**src/rtl/branch_pkg.sv**
```systemverilog
// Shared constants and state type for the ID-stage branch/PC unit.
package branch_pkg;

  localparam logic [1:0] FWD_RF    = 2'b00;
  localparam logic [1:0] FWD_EXMEM = 2'b01;
  localparam logic [1:0] FWD_MEMWB = 2'b10;

  localparam int unsigned PC_INC = 4;

  typedef enum logic [0:0] {
    RUN  = 1'b0,
    HOLD = 1'b1
  } state_e;

endpackage

```
**src/rtl/branch_target_calc.sv**
```systemverilog
// Combinational operand forwarding mux, beq/bne compare and redirect target generation.
module branch_target_calc
  import branch_pkg::*;
#(
  parameter int XLEN = 32
) (
  input  logic [1:0]      ForwardJA,
  input  logic [1:0]      ForwardJB,
  input  logic [XLEN-1:0] RF_ReadData1,
  input  logic [XLEN-1:0] RF_ReadData2,
  input  logic [XLEN-1:0] EXMEM_ALUResult,
  input  logic [XLEN-1:0] MEMWB_WriteData,
  input  logic [XLEN-1:0] IFID_PC4,
  input  logic            Branch,
  input  logic            BranchNe,
  input  logic            Jump,
  input  logic            JumpR,
  input  logic [15:0]     Imm16,
  input  logic [25:0]     JIdx26,
  output logic            taken,
  output logic [XLEN-1:0] target
);

  logic [XLEN-1:0] op_a;
  logic [XLEN-1:0] op_b;
  logic [XLEN-1:0] br_offset;

  // The reserved select code 2'b11 falls back to the register file value.
  always_comb begin
    op_a = RF_ReadData1;
    case (ForwardJA)
      FWD_EXMEM: op_a = EXMEM_ALUResult;
      FWD_MEMWB: op_a = MEMWB_WriteData;
      default:   op_a = RF_ReadData1;
    endcase
  end

  always_comb begin
    op_b = RF_ReadData2;
    case (ForwardJB)
      FWD_EXMEM: op_b = EXMEM_ALUResult;
      FWD_MEMWB: op_b = MEMWB_WriteData;
      default:   op_b = RF_ReadData2;
    endcase
  end

  assign taken     = Branch & (BranchNe ? (op_a != op_b) : (op_a == op_b));
  assign br_offset = {{(XLEN-18){Imm16[15]}}, Imm16, 2'b00};

  always_comb begin
    target = IFID_PC4 + br_offset;
    if (JumpR)
      target = {op_a[XLEN-1:2], 2'b00};
    else if (Jump)
      target = {IFID_PC4[XLEN-1:XLEN-4], JIdx26, 2'b00};
  end

endmodule

```
**src/rtl/branch_pc_unit.sv**
```systemverilog
// ID-stage redirect resolver and PC register; BRANCH_STATS_EN adds branch/stall counters.
// state | meaning
// RUN   | normal fetch; redirects resolve and apply next edge
// HOLD  | redirect resolved under ICache stall; pending_target applied on release
module branch_pc_unit
  import branch_pkg::*;
#(
  parameter int              XLEN     = 32,
  parameter logic [XLEN-1:0] RESET_PC = '0
) (
  input  logic            clk,
  input  logic            rst,
  input  logic            ICache_stall,
  input  logic            stallJ,
  input  logic            stall_load,
  input  logic [1:0]      ForwardJA,
  input  logic [1:0]      ForwardJB,
  input  logic [XLEN-1:0] RF_ReadData1,
  input  logic [XLEN-1:0] RF_ReadData2,
  input  logic [XLEN-1:0] EXMEM_ALUResult,
  input  logic [XLEN-1:0] MEMWB_WriteData,
  input  logic [XLEN-1:0] IFID_PC4,
  input  logic            Branch,
  input  logic            BranchNe,
  input  logic            Jump,
  input  logic            JumpR,
  input  logic [15:0]     Imm16,
  input  logic [25:0]     JIdx26,
  output logic [XLEN-1:0] PC,
  output logic            IFID_Write,
  output logic            IFID_Flush,
  output logic            redirect_pending,
  output logic [31:0]     br_cnt,
  output logic [31:0]     br_taken_cnt,
  output logic [31:0]     stallJ_cyc_cnt
);

  state_e          state_q;
  logic [XLEN-1:0] pc_q;
  logic [XLEN-1:0] pending_q;
  logic            taken;
  logic [XLEN-1:0] target;
  logic            req;

  branch_target_calc #(.XLEN(XLEN)) u_calc (
    .ForwardJA       (ForwardJA),
    .ForwardJB       (ForwardJB),
    .RF_ReadData1    (RF_ReadData1),
    .RF_ReadData2    (RF_ReadData2),
    .EXMEM_ALUResult (EXMEM_ALUResult),
    .MEMWB_WriteData (MEMWB_WriteData),
    .IFID_PC4        (IFID_PC4),
    .Branch          (Branch),
    .BranchNe        (BranchNe),
    .Jump            (Jump),
    .JumpR           (JumpR),
    .Imm16           (Imm16),
    .JIdx26          (JIdx26),
    .taken           (taken),
    .target          (target)
  );

  assign req = (JumpR | Jump | taken) & ~stallJ & ~stall_load & (state_q == RUN);

  always_comb begin
    IFID_Write = 1'b1;
    IFID_Flush = 1'b0;
    if (ICache_stall) begin
      IFID_Write = 1'b0;
    end else if (state_q == HOLD) begin
      IFID_Flush = 1'b1;
    end else if (stallJ | stall_load) begin
      IFID_Write = 1'b0;
    end else if (req) begin
      IFID_Flush = 1'b1;
    end
  end

  always_ff @(posedge clk) begin
    if (rst) begin
      pc_q      <= RESET_PC;
      state_q   <= RUN;
      pending_q <= '0;
    end else if (ICache_stall) begin
      if (req) begin
        pending_q <= target;
        state_q   <= HOLD;
      end
    end else if (state_q == HOLD) begin
      pc_q    <= pending_q;
      state_q <= RUN;
    end else if (stallJ | stall_load) begin
      pc_q <= pc_q;
    end else if (req) begin
      pc_q <= target;
    end else begin
      pc_q <= pc_q + XLEN'(PC_INC);
    end
  end

  assign PC               = pc_q;
  assign redirect_pending = (state_q == HOLD);

`ifdef BRANCH_STATS_EN
  logic resolve;

  // A not-taken branch under an ICache stall is counted once, when the stall lifts.
  assign resolve = (state_q == RUN) & ~stallJ & ~stall_load & (~ICache_stall | req);

  always_ff @(posedge clk) begin
    if (rst) begin
      br_cnt         <= '0;
      br_taken_cnt   <= '0;
      stallJ_cyc_cnt <= '0;
    end else begin
      if (resolve & Branch & (br_cnt != '1))
        br_cnt <= br_cnt + 32'd1;
      if (resolve & taken & (br_taken_cnt != '1))
        br_taken_cnt <= br_taken_cnt + 32'd1;
      if (stallJ & ~ICache_stall & (stallJ_cyc_cnt != '1))
        stallJ_cyc_cnt <= stallJ_cyc_cnt + 32'd1;
    end
  end
`else
  assign br_cnt         = '0;
  assign br_taken_cnt   = '0;
  assign stallJ_cyc_cnt = '0;
`endif

endmodule

```
**config.mk**
```make
export PLATFORM = sky130hd
export DESIGN_NAME = branch_pc_unit
export DESIGN_NICKNAME = d
export VERILOG_FILES = /design/src/rtl/branch_pkg.sv /design/src/rtl/branch_target_calc.sv /design/src/rtl/branch_pc_unit.sv
export SDC_FILE = /design/constraint.sdc
export NUM_CORES = 1
export LEC_CHECK = 0
export ABC_AREA = 1
export BUFFER_PORTS_ARGS = -buffer_cell sky130_fd_sc_hd__buf_2
export CORE_AREA = 5 5 198 200
export DETAILED_ROUTE_END_ITERATION = 6
export DIE_AREA = 0 0 203 205
export HOLD_SLACK_MARGIN = 0.02
export SLEW_MARGIN = 0
export SYNTH_ARGS = -nofsm -noshare
export SYNTH_HDL_FRONTEND = slang
export SYNTH_HIERARCHICAL = 1
export SYNTH_SLANG_ARGS = --single-unit
```
**constraint.sdc**
```tcl
create_clock -name clk -period 2.6 [get_ports clk]
set_input_delay 0.13 -clock clk [delete_from_list [all_inputs] [get_ports clk]]
set_output_delay 0.13 -clock clk [all_outputs]
set_load 0.02 [all_outputs]
```
==> results of run 1 <==
cell usage after synthesis, drive strengths merged:
cell	n	share of area (%)
a31oi	7	0.48
and2	2	0.14
clkinv	1	0.041
a21oi	114	6.2
nand4	18	1.2
ha	34	4.6
o22ai	5	0.34
or2	36	2.4
nor2	145	7.0
nand2	655	27
a31o	2	0.19
inv	144	5.9
a22oi	5	0.41
o21a	2	0.16
nor4	1	0.068
a211oi	2	0.27
conb	1	0.041
o221ai	3	0.29
o21ai	96	5.3
xnor2	8	0.76
nand3	153	8.3
nor3	9	0.49
fa	1	0.22
o211ai	10	0.81
o21bai	3	0.24
xor2	13	1.2
nand3b	2	0.16
buf	138	11
clkbuf	23	0.94
dfxtp	65	14
a21o	2	0.16
cell usage in the layout, fill, tap and decap left out, types with 3 or more instances in the layout:
master	Yosys	layout
a21oi_1	114	106
a21oi_2	0	8
a22oi_1	5	5
a31oi_1	7	7
buf_12	0	12
buf_2	33	246
buf_4	101	83
buf_6	4	12
buf_8	0	7
clkbuf_16	0	14
conb_1	1	96
dfxtp_1	65	65
ha_1	34	31
inv_1	138	137
inv_2	6	3
nand2_1	646	622
nand2_2	8	24
nand2_4	1	8
nand3_1	153	149
nand3_2	0	4
nand4_1	18	18
nor2_1	130	125
nor2_2	5	9
nor2_4	9	10
nor3_1	9	9
o211ai_1	10	10
o21ai_0	89	72
o21ai_1	6	11
o21ai_2	0	12
o21bai_1	3	3
o221ai_1	3	3
o22ai_1	5	5
or2_0	8	8
or2_1	21	21
or2_2	7	6
xnor2_1	8	8
xor2_1	13	13
routing by layer:
| metal | vias up | share of wire (%) | GRT usage (%) |
|---|---|---|---|
| li1 | 5900 | - | - |
| met1 | 5276 | 44 | 25.2 |
| met4 | 20 | 1.3 | 3.13 |
| met5 | - | 0.29 | 0 |
| met3 | 52 | 6.8 | 3.37 |
| met2 | 455 | 47 | 32.5 |
final cells by class:
| class | count | area, µm² |
|---|---|---|
| tap | 474 | 593 |
| sequential | 65 | 1300 |
| timing repair buffer | 365 | 2460 |
| inverter | 145 | 567 |
| clock inverter | 5 | 80.1 |
| clock buffer | 10 | 239 |
| multi-input combinational | 1424 | 6920 |
| antenna | 2 | 5.00 |
| fill | 4181 | 25100 |
stage by stage:
| step | total power (µW) | area [µm²] | cells |
|---|---|---|---|
| 2_1_floorplan | 2440 | 9570 | 1795 |
| 3_3_place_gp | 3160 | 11100 | 2444 |
| 3_5_place_dp | 3170 | 11100 | 2444 |
| 4_1_cts | 4530 | 11600 | 2471 |
| 5_1_grt | 4960 | 12200 | 2488 |
| 6_report | 4650 | 12200 | 2490 |
worst max-delay path: stages:
cell and delay (ps):
buf_2 90, inv_1 70, ha_4 290, inv_2 70, buf_12 160, or2_1 210
nand2_1 60, nand2_1 40, nand2_1 70, nand3_2 100, nor2_1 100, nand2_1 90
nor2_4 150, a21oi_2 60, nor2_1 120, inv_1 60, nand2_2 80, nand2_4 70
nor2_4 180, buf_12 150, inv_8 40, buf_6 130, o211ai_1 190, a21oi_1 90
sequential cells by signal, indices dropped and copies added, names as in the netlist:
signal,count
redirect_pending,1
PC,32
pending_q,32
repair_timing:
| action | 4_1_cts | 5_1_grt |
|---|---|---|
| pin swaps | 13 | 40 |
| endpoints found under the setup margin | 46 | 65 |
| buffers inserted | 12 | 12 |
| cloned | 0 | 5 |
| resized for setup | 19 | 105 |
power breakdown:
group | switching (µW) | internal, µW | leakage [µW]
clock | 458 | 858 | 0.000151
sequential | 50.0 | 1040 | 0.000529
combinational | 1390 | 858 | 0.00560
worst min-delay path by stage:
stage,slack (ps),to,cells past startpoint,from
after detailed placement,440,pending_q[16]$_SDFFE_PP0P_,2,pending_q[16]$_SDFFE_PP0P_
after global routing,240,PC[1]$_SDFFE_PP0P_,5,IFID_PC4[1]
final,190,PC[1]$_SDFFE_PP0P_,5,IFID_PC4[1]
after CTS,190,pending_q[1]$_SDFFE_PP0P_,5,IFID_PC4[1]
after floorplan,330,redirect_pending$_SDFFE_PP0P_,2,ICache_stall
after global placement,440,pending_q[16]$_SDFFE_PP0P_,2,pending_q[16]$_SDFFE_PP0P_
kinds of logic (layout without fill, tap and decap cells):
logic type	after synthesis	after routing	synth area share, %
other cells	1	98	0.0407
flops	65	65	14.1
compound gates	251	251	14.9
simple gates	1021	1021	46.8
fa+ha+maj	35	35	4.83
buf+inv	306	525	17.4
xor+xnor	21	21	2.00
==> flow_metrics.py, run 1 <==
metrics = {
    "run_status": {
        "status": "complete, but fails checks",
        "failed_checks": "negative setup slack",
    },
    "run": {
        "drv_cap": 0,
    },
    "die": {
        "ios": 346,
        "die_area_um2": 41600,
        "start_util_pct": 24.8,
        "row_count": 71,
        "die_w_um": 203,
        "coreArea_um2": 37200,
        "die_h_um": 205,
    },
    "yosys": {
        "syn_inst": 1700,
        "synth_cell_types": 44,
        "synth_seq_cells": 65,
        "yosysSeqAreaShare_pct": 14.1,
        "synth_area_per_cell_um2": 5.42,
        "yosys_warnings": 6,
        "syn_area_um2": 9210,
    },
    "timing": {
        "fmax_ghz": 0.383,
        "fin_crit_sh_pct": 100,
        "finalMaxSlewViolations": 0,
        "worst_slew_pin_slew_ps": 692,
        "skew_ps": 8.52,
        "worst_slew_margin_rel_pct": 53.3,
        "fin_ws_ps": -11.3,
        "rsz0062_at_grt": "yes",
        "finalSetupViolations": 1,
        "finalHoldViolCount": 0,
        "whs_ps": 187,
        "min_period_ps": 2610,
        "fin_setup_tns_ps": -11.3,
    },
    "finish": {
        "drive_gt1_share_pct": 23.7,
        "nets": 2260,
        "post-route-util_pct": 32.7,
        "syn2layout_area_growth_pct": 32.0,
    },
    "placement": {
        "gp_congestion": 0.915,
        "dpl.hpwl_um": 34200,
        "io_buffers": 249,
        "pre_cts_slack_ps": -522,
    },
    "worst_setup_path": {
        "crit_arrival_ps": 2810,
        "reg2reg_from": "redirect_pending$_SDFFE_PP0P_",
        "critPathCaptureType": "flop",
        "crit_start": "ForwardJB[0]",
        "cp_max_fo": 19,
        "crit_type": "primary input to flop",
        "rr_endpoint": "PC[31]$_SDFFE_PP0P_",
        "startpoint_type": "primary input",
        "reg2reg_slack_ps": 750,
        "reg2reg_depth": 6,
        "crit_end": "PC[6]$_SDFFE_PP0P_",
        "cp.required_ps": 2790,
    },
    "cts": {
        "cts_tree": "built",
        "cts_max_path_buffers": 2,
        "clkTransAtPathRegs_ps": 50,
        "numCtsBuffers": 9,
        "cts_sinks": 65,
        "hold_buffers": 0,
        "cts_max_level": 3,
        "clock_latency_ps": 340,
        "clock-root-buffer": "clkbuf_16",
    },
    "global_routing": {
        "grt_antenna_before_repair": 12,
        "grt_pass1_wl_um": 62800,
        "track_usage_pct": 18.9,
        "grt_pass1_vias": 11200,
        "gr-total-overflow": 0,
        "grt_max_degree": 42,
    },
    "detailed_routing": {
        "wire_per_inst_um": 16.8,
        "vias": 11700,
        "drc": 0,
        "drt-total-wl_um": 41900,
        "vias_per_cell": 4.70,
        "drt-pass1-iter-count": 5,
        "drt_iter0_drc": 874,
        "drtAntennaViolNets": 0,
    },
    "pwr": {
        "vdd_drop_max_uv": 382,
        "powerDensity_nw_per_um2": 383,
        "leakage_uw": 0.00628,
    },
    "min_path": {
        "hold_class": "primary input to flop",
    },
}
(Power assumes the default switching activity.)
==> run 2: changes to the inputs <==
--- a/config.mk
+++ b/config.mk
@@ -5,11 +5,12 @@
 export SDC_FILE = /design/constraint.sdc
 export NUM_CORES = 1
 export LEC_CHECK = 0
-export ABC_AREA = 1
+export ABC_AREA = 0
 export BUFFER_PORTS_ARGS = -buffer_cell sky130_fd_sc_hd__buf_2
-export CORE_AREA = 5 5 198 200
+export CORE_AREA = 5 5 186 188
 export DETAILED_ROUTE_END_ITERATION = 6
-export DIE_AREA = 0 0 203 205
+export DIE_AREA = 0 0 191 193
+export GPL_TIMING_DRIVEN = 0
 export HOLD_SLACK_MARGIN = 0.02
 export SLEW_MARGIN = 0
 export SYNTH_ARGS = -nofsm -noshare
==> run 2 against run 1 <==
  * The flow still finishes with violations (negative setup slack)
  * Sequential power about the same
  * Sequential share of layout area decreased by 0.46 points
  * Hold slack improved by 55 ps
  * Routed wire length decreased by 1.3%
  * Register-to-register slack got worse by 410 ps
  * Critical path type is now primary input to output port
  * Largest power group unchanged
  * Highest routed layer unchanged
==> flow_metrics.py, run 2 <==
metrics = {
    "cts": {
        "cts_max_level": 3,
        "numCtsBuffers": 9,
        "clock_latency_ps": 340,
        "cts_tree": "built",
        "cts_sinks": 65,
        "clock-root-buffer": "clkbuf_16",
        "clkTransAtPathRegs_ps": 60,
        "cts_max_path_buffers": 2,
        "hold_buffers": 0,
    },
    "detailed_routing": {
        "drt-total-wl_um": 41400,
        "wire_per_inst_um": 20.4,
        "drt_iter0_drc": 776,
        "vias_per_cell": 5.06,
        "drc": 0,
        "drt-pass1-iter-count": 6,
        "vias": 10300,
        "drtAntennaViolNets": 0,
    },
    "run_status": {
        "failed_checks": "negative setup slack",
        "status": "complete, but fails checks",
    },
    "global_routing": {
        "grt_pass1_wl_um": 59600,
        "grt_util_met2_pct": 35.8,
        "grt_pass1_vias": 10000,
        "grtUsageMet3_pct": 2.38,
        "gr-total-overflow": 0,
        "grt_max_degree": 16,
        "use_met1_pct": 27.4,
        "grt_antenna_before_repair": 7,
        "top_usage_layer": "met2",
        "track_usage_pct": 20.9,
    },
    "worst_setup_path": {
        "cp.required_ps": 2470,
        "crit_arrival_ps": 3240,
        "startpoint_type": "primary input",
        "critPathCaptureType": "output port",
        "cp_max_fo": 6,
        "crit_type": "primary input to output port",
    },
    "yosys": {
        "synth_common_cells": "a21oi_1, nand2_1, buf_4",
        "yosysSeqAreaShare_pct": 16.2,
        "synth_top_cell_area_share_pct": 16.2,
        "synth_enable_flop_cells": 0,
        "synth_cell_types": 90,
        "synth_seq_cells": 65,
        "yosys_warnings": 6,
        "syn_inst": 1141,
        "async_flop_share_pct": 0,
        "synth_area_leaders": "dfxtp_1, buf_4, a21oi_1, a22oi_1, nand2_1",
        "syn_area_um2": 8020,
        "ys.flop_type": "dfxtp_1",
        "synth_area_per_cell_um2": 7.03,
        "yosysTopAreaCell": "dfxtp_1",
        "yosysMostFrequentCell": "a21oi_1",
    },
    "min_path": {
        "hold_class": "primary input to flop",
    },
    "die": {
        "die_h_um": 193,
        "ios": 346,
        "start_util_pct": 24.4,
        "die_w_um": 191,
        "die_area_um2": 36900,
        "row_count": 67,
        "coreArea_um2": 32900,
    },
    "placement": {
        "dp_cells": 1932,
        "io_buffers": 248,
        "placed_area_um2": 10800,
        "gp_congestion": 0.908,
        "dpl.hpwl_um": 32500,
    },
    "finish": {
        "layoutNonFillerInstCount": 2030,
        "nets": 1822,
        "final_cell_mix": "buf_2, buf_4, nand2_1",
        "drive_gt1_share_pct": 43.0,
        "final_common_cell": "buf_2",
        "fin_area_um2": 12700,
        "syn2layout_area_growth_pct": 58.5,
    },
    "timing": {
        "finalMaxSlewViolations": 0,
        "min_period_ps": 3370,
        "finalHoldViolCount": 0,
        "whs_ps": 242,
        "worst_slew_margin_rel_pct": 40.6,
        "fin_ws_ps": -772,
        "worst_slew_pin_slew_ps": 887,
        "rsz0062_at_grt": "yes",
        "fmax_ghz": 0.297,
        "fin_crit_sh_pct": 130,
        "finalSetupViolations": 66,
        "skew_ps": 5.92,
    },
    "run": {
        "drv_cap": 0,
    },
    "pwr": {
        "powerDensity_nw_per_um2": 370,
        "vdd_drop_max_uv": 326,
        "leakage_uw": 0.00553,
        "power_uw": 4710,
    },
}
-- run 2: cell count changes in the layout (fill, tap and decap cells not counted), moves of 36 or more --
cell     delta
a22oi_1    +49
buf_4      +63
inv_1     -120
nand2_1   -496
nand3_1   -130
nor2_1     -54
o21ai_0    -36
-- run 2: area by class of cell --
cell class                      count  area [µm²]
Fill cell                        3413       20200
Multi-Input combinational cell    978        6890
Timing Repair Buffer              326        2100
Buffer                            170        1460
Sequential cell                    65        1300
Tap cell                          448         561
Clock buffer                       12         256
Inverter                           22        92.6
Clock inverter                      3        40.0
Antenna cell                        6        15.0
-- run 2: cells by family (layout without fill, tap and decap cells) --
logic type,count (synthesis),in the layout,share of synthesized area [%]
muxes,11,11,1.43
buffers and inverters,193,533,14.1
DFF,65,65,16.2
AOI/OAI and AO/OA,420,420,34.0
other,1,102,0.0467
adders and majority gates,35,35,5.55
xor gates and xnor gates,55,55,6.00
and+or+nand+nor,361,361,22.6
-- run 2: repair_timing --
| action | 4_1_cts | 5_1_grt |
|---|---|---|
| setup buffers | 60 | 12 |
| gates resized for setup | 127 | 84 |
| pin swaps | 56 | 51 |
| setup endpoints to repair | 66 | 66 |
| cloned | 8 | 2 |
-- run 2: worst paths after layout --
kind / startpoint / endpoint / slack, ps / cells past startpoint
worst max-delay path: ForwardJA[0] / IFID_Flush / -770 / 19
worst min-delay path: IFID_PC4[0] / pending_q[0]$_SDFFE_PP0P_ / 240 / 4
worst max register to register: redirect_pending$_SDFFE_PP0P_ / pending_q[2]$_SDFFE_PP0P_ / 340 / 7
worst min register to register: pending_q[10]$_SDFFE_PP0P_ / pending_q[10]$_SDFFE_PP0P_ / 450 / 2
-- run 2: critical path, stage by stage --
cell,delay [ps]
buf_8,90
inv_8,30
ha_4,260
clkbuf_16,170
buf_12,140
nor2_4,50
a21oi_4,140
xnor2_2,150
nand4_1,230
nor4_4,390
nand2_2,120
xnor2_2,160
and2_4,180
or3_4,390
buf_12,150
a21oi_4,130
buf_12,140
nor2_4,40
buf_6,130
-- run 2: per-stage QoR --
step	setup slack (ps)	utilization, %	setup TNS [ps]
after global routing	-890	38.6	-52770
final	-772	38.6	-42630
after CTS	-752	37.3	-36200
after global placement	-1550	32.7	-83880
after detailed placement	-1590	32.7	-85650
after floorplan	-403	-	-9280
-- run 2: layer usage --
metal | up-vias | part of all wire [%]
li1 | 4875 | -
met1 | 4807 | 42
met2 | 503 | 47
met3 | 85 | 7.0
met4 | 2 | 3.4
met5 | - | 0.031
-- run 2: power by group --
group / internal (µW) / switching (µW) / leakage, µW / total, µW
sequential: 1030 / 44.6 / 0.000527 / 1080
clock: 786 / 453 / 0.000148 / 1240
combinational: 1040 / 1350 / 0.00486 / 2390
total: 2860 / 1850 / 0.00553 / 4710
==> run 3: changes to the inputs <==
--- a/config.mk
+++ b/config.mk
@@ -10,10 +10,10 @@
 export CORE_AREA = 5 5 186 188
 export DETAILED_ROUTE_END_ITERATION = 6
 export DIE_AREA = 0 0 191 193
+export GPL_ROUTABILITY_DRIVEN = 0
 export GPL_TIMING_DRIVEN = 0
 export HOLD_SLACK_MARGIN = 0.02
 export SLEW_MARGIN = 0
 export SYNTH_ARGS = -nofsm -noshare
 export SYNTH_HDL_FRONTEND = slang
-export SYNTH_HIERARCHICAL = 1
 export SYNTH_SLANG_ARGS = --single-unit
==> constraint.sdc (replaced) <==
create_clock -name clk -period 2.6 [get_ports clk]
set_input_delay 0.26 -clock clk [delete_from_list [all_inputs] [get_ports clk]]
set_output_delay 0.26 -clock clk [all_outputs]
set_load 0.02 [all_outputs]
==> run 3 against run 2 <==
  * Global-route usage down 0.21 points
  * The flow still finishes with violations (negative setup slack)
  * Power down 2.0%
  * Fmax down 9.7%
  * Cell count down 5.0%
  * Non-clock buffer count down 35
  * Critical path depth unchanged
  * Largest power group unchanged
==> flow_metrics.py, run 3 <==
metrics = {
    "yosys": {
        "synth_seq_cells": 65,
        "ys.flop_type": "dfxtp_1",
        "syn_area_um2": 8040,
        "synth_enable_flop_cells": 0,
        "yosys_warnings": 0,
        "yosysMostFrequentCell": "a21oi_1",
        "synth_top_cell_area_share_pct": 16.2,
        "yosysSeqAreaShare_pct": 16.2,
        "async_flop_share_pct": 0,
        "synth_area_leaders": "dfxtp_1, buf_4, a21oi_1, ha_1, a221oi_1",
        "synth_cell_types": 76,
        "syn_inst": 1068,
        "synth_common_cells": "a21oi_1, buf_4, nand2_1",
        "yosysTopAreaCell": "dfxtp_1",
        "synth_area_per_cell_um2": 7.53,
    },
    "placement": {
        "io_buffers": 249,
        "pre_cts_slack_ps": -1850,
        "placed_area_um2": 10500,
        "dpl.hpwl_um": 32600,
    },
    "detailed_routing": {
        "drt_iter0_drc": 959,
        "vias_per_cell": 5.25,
        "wire_per_inst_um": 21.1,
        "drt-pass1-iter-count": 7,
        "drt-total-wl_um": 40600,
        "vias": 10100,
        "drc": 0,
        "drtAntennaViolNets": 0,
    },
    "timing": {
        "fin_crit_sh_pct": 144,
        "skew_ps": 9.62,
        "worst_slew_pin_slew_ps": 905,
        "min_period_ps": 3740,
        "worst_slew_margin_rel_pct": 39.1,
        "fmax_ghz": 0.268,
        "finalHoldViolCount": 0,
        "fin_ws_ps": -1140,
        "whs_ps": 217,
        "finalSetupViolations": 67,
        "rsz0062_at_grt": "yes",
        "finalMaxSlewViolations": 0,
    },
    "worst_setup_path": {
        "startpoint_type": "primary input",
        "crit_arrival_ps": 4000,
        "critPathCaptureType": "flop",
        "cp.required_ps": 2870,
        "cp_max_fo": 6,
        "reg2reg_depth": 9,
        "crit_type": "primary input to flop",
    },
    "global_routing": {
        "grt_pass1_wl_um": 58900,
        "track_usage_pct": 20.7,
        "gr-total-overflow": 0,
        "grt_max_degree": 19,
        "grt_pass1_vias": 9780,
        "grt_antenna_before_repair": 8,
    },
    "finish": {
        "fin_area_um2": 11800,
        "nets": 1721,
        "multiInputGateArea_um2": 6510,
        "seqCellArea_um2": 1300,
        "post-route-util_pct": 35.9,
        "n_fill_cell": 3457,
        "final_cell_mix": "buf_2, buf_4, conb_1",
        "syn2layout_area_growth_pct": 47.2,
        "drive_gt1_share_pct": 37.3,
        "final_common_cell": "buf_2",
    },
    "run_status": {
        "failed_checks": "negative setup slack",
        "status": "complete, but fails checks",
    },
    "cts": {
        "cts_max_path_buffers": 2,
        "cts_tree": "built",
        "clkTransAtPathRegs_ps": 60,
        "hold_buffers": 0,
        "clock_latency_ps": 340,
        "cts_sinks": 65,
        "clock-root-buffer": "clkbuf_16",
        "numCtsBuffers": 9,
        "cts_max_level": 3,
    },
    "die": {
        "die_w_um": 191,
        "ios": 346,
        "die_area_um2": 36900,
        "start_util_pct": 24.4,
        "coreArea_um2": 32900,
        "row_count": 67,
        "die_h_um": 193,
    },
    "pwr": {
        "vdd_drop_max_uv": 320,
        "power_uw": 4620,
        "leakage_uw": 0.00541,
        "powerDensity_nw_per_um2": 390,
    },
    "min_path": {
        "min_path_cells": 3,
        "hold_class": "primary input to flop",
    },
    "run": {
        "drv_cap": 0,
    },
}
## run 3: changes by cell type after synthesis, moves of 16 or more
cell,previous run,this run
a22oi_1,71,5
a221o_1,1,32
nor2_1,86,60
a21oi_1,144,104
nand2b_1,4,36
o211ai_1,2,18
nand2_1,136,71
a211oi_1,22,40
a221oi_1,8,43
nor2b_1,7,37
o21ai_0,74,50
## run 3: final cells by class
type / count / area share, %
Clock inverter: 5 / 0.455
Inverter: 19 / 0.698
Tap cell: 448 / 4.74
Clock buffer: 11 / 2.14
Multi-Input combinational cell: 915 / 55.0
Buffer: 160 / 10.5
Sequential cell: 65 / 11.0
Timing Repair Buffer: 301 / 15.4
Antenna cell: 4 / 0.0846
## run 3: layer usage
layer	vias to the layer above	track usage, %	wire, µm	share of wire, %
met2	595	34.3	18800	46
met5	-	0	69	0.17
met1	4712	26.4	16600	41
met3	87	4.57	3530	8.7
li1	4720	-	-	-
met4	10	8.12	1600	3.9
## run 3: worst max-delay path: stages
cell	delay, ps
buf_8	90
inv_6	30
ha_4	270
buf_6	130
buf_6	100
a221oi_2	30
or4_4	480
a211oi_2	270
nand4_1	240
nor4_4	500
mux2_4	380
buf_6	130
a211oi_4	270
buf_6	150
nand2_8	60
buf_8	140
buf_6	130
or2_0	210
a21oi_1	130
## run 3: kinds of logic (layout without fill, tap and decap cells)
| group | after synthesis | count (layout) | share of synthesized area, % |
|---|---|---|---|
| AOI/OAI and AO/OA | 403 | 403 | 35.7 |
| and+or+nand+nor | 322 | 322 | 21.5 |
| buffers and inverters | 183 | 496 | 14.2 |
| DFF | 65 | 65 | 16.2 |
| xor gates and xnor gates | 36 | 36 | 3.92 |
| adders and majority gates | 35 | 35 | 5.54 |
| muxes | 23 | 23 | 2.96 |
| other | 1 | 100 | 0.0466 |
## run 3: final timing paths
path | start | slack [ps] | to
max | ForwardJA[0] | -1140 | pending_q[14]$_SDFFE_PP0P_
min | IFID_PC4[0] | 220 | pending_q[0]$_SDFFE_PP0P_
max reg2reg | redirect_pending$_SDFFE_PP0P_ | -30 | PC[21]$_SDFFE_PP0P_
min reg2reg | pending_q[22]$_SDFFE_PP0P_ | 460 | pending_q[22]$_SDFFE_PP0P_
## run 3: power by group
| part | switching, µW | internal, µW | leakage (µW) |
|---|---|---|---|
| registers | 47.9 | 1040 | 0.000528 |
| clock network | 467 | 791 | 0.000155 |
| logic | 1290 | 975 | 0.00473 |
## run 3: timing repair
| action | CTS | global route |
|---|---|---|
| pin swaps | 29 | 48 |
| gates resized for setup | 75 | 72 |
| cloned | 5 | 0 |
| setup endpoints to repair | 67 | 67 |
| setup buffers | 30 | 19 |
## run 3: stage by stage
step           setup TNS (ps)  instances
6_report               -66260       1928
5_1_grt                -73320       1927
4_1_cts                -58860       1908
3_5_place_dp          -107710       1860
3_3_place_gp          -106500       1860
2_1_floorplan          -27370       1163
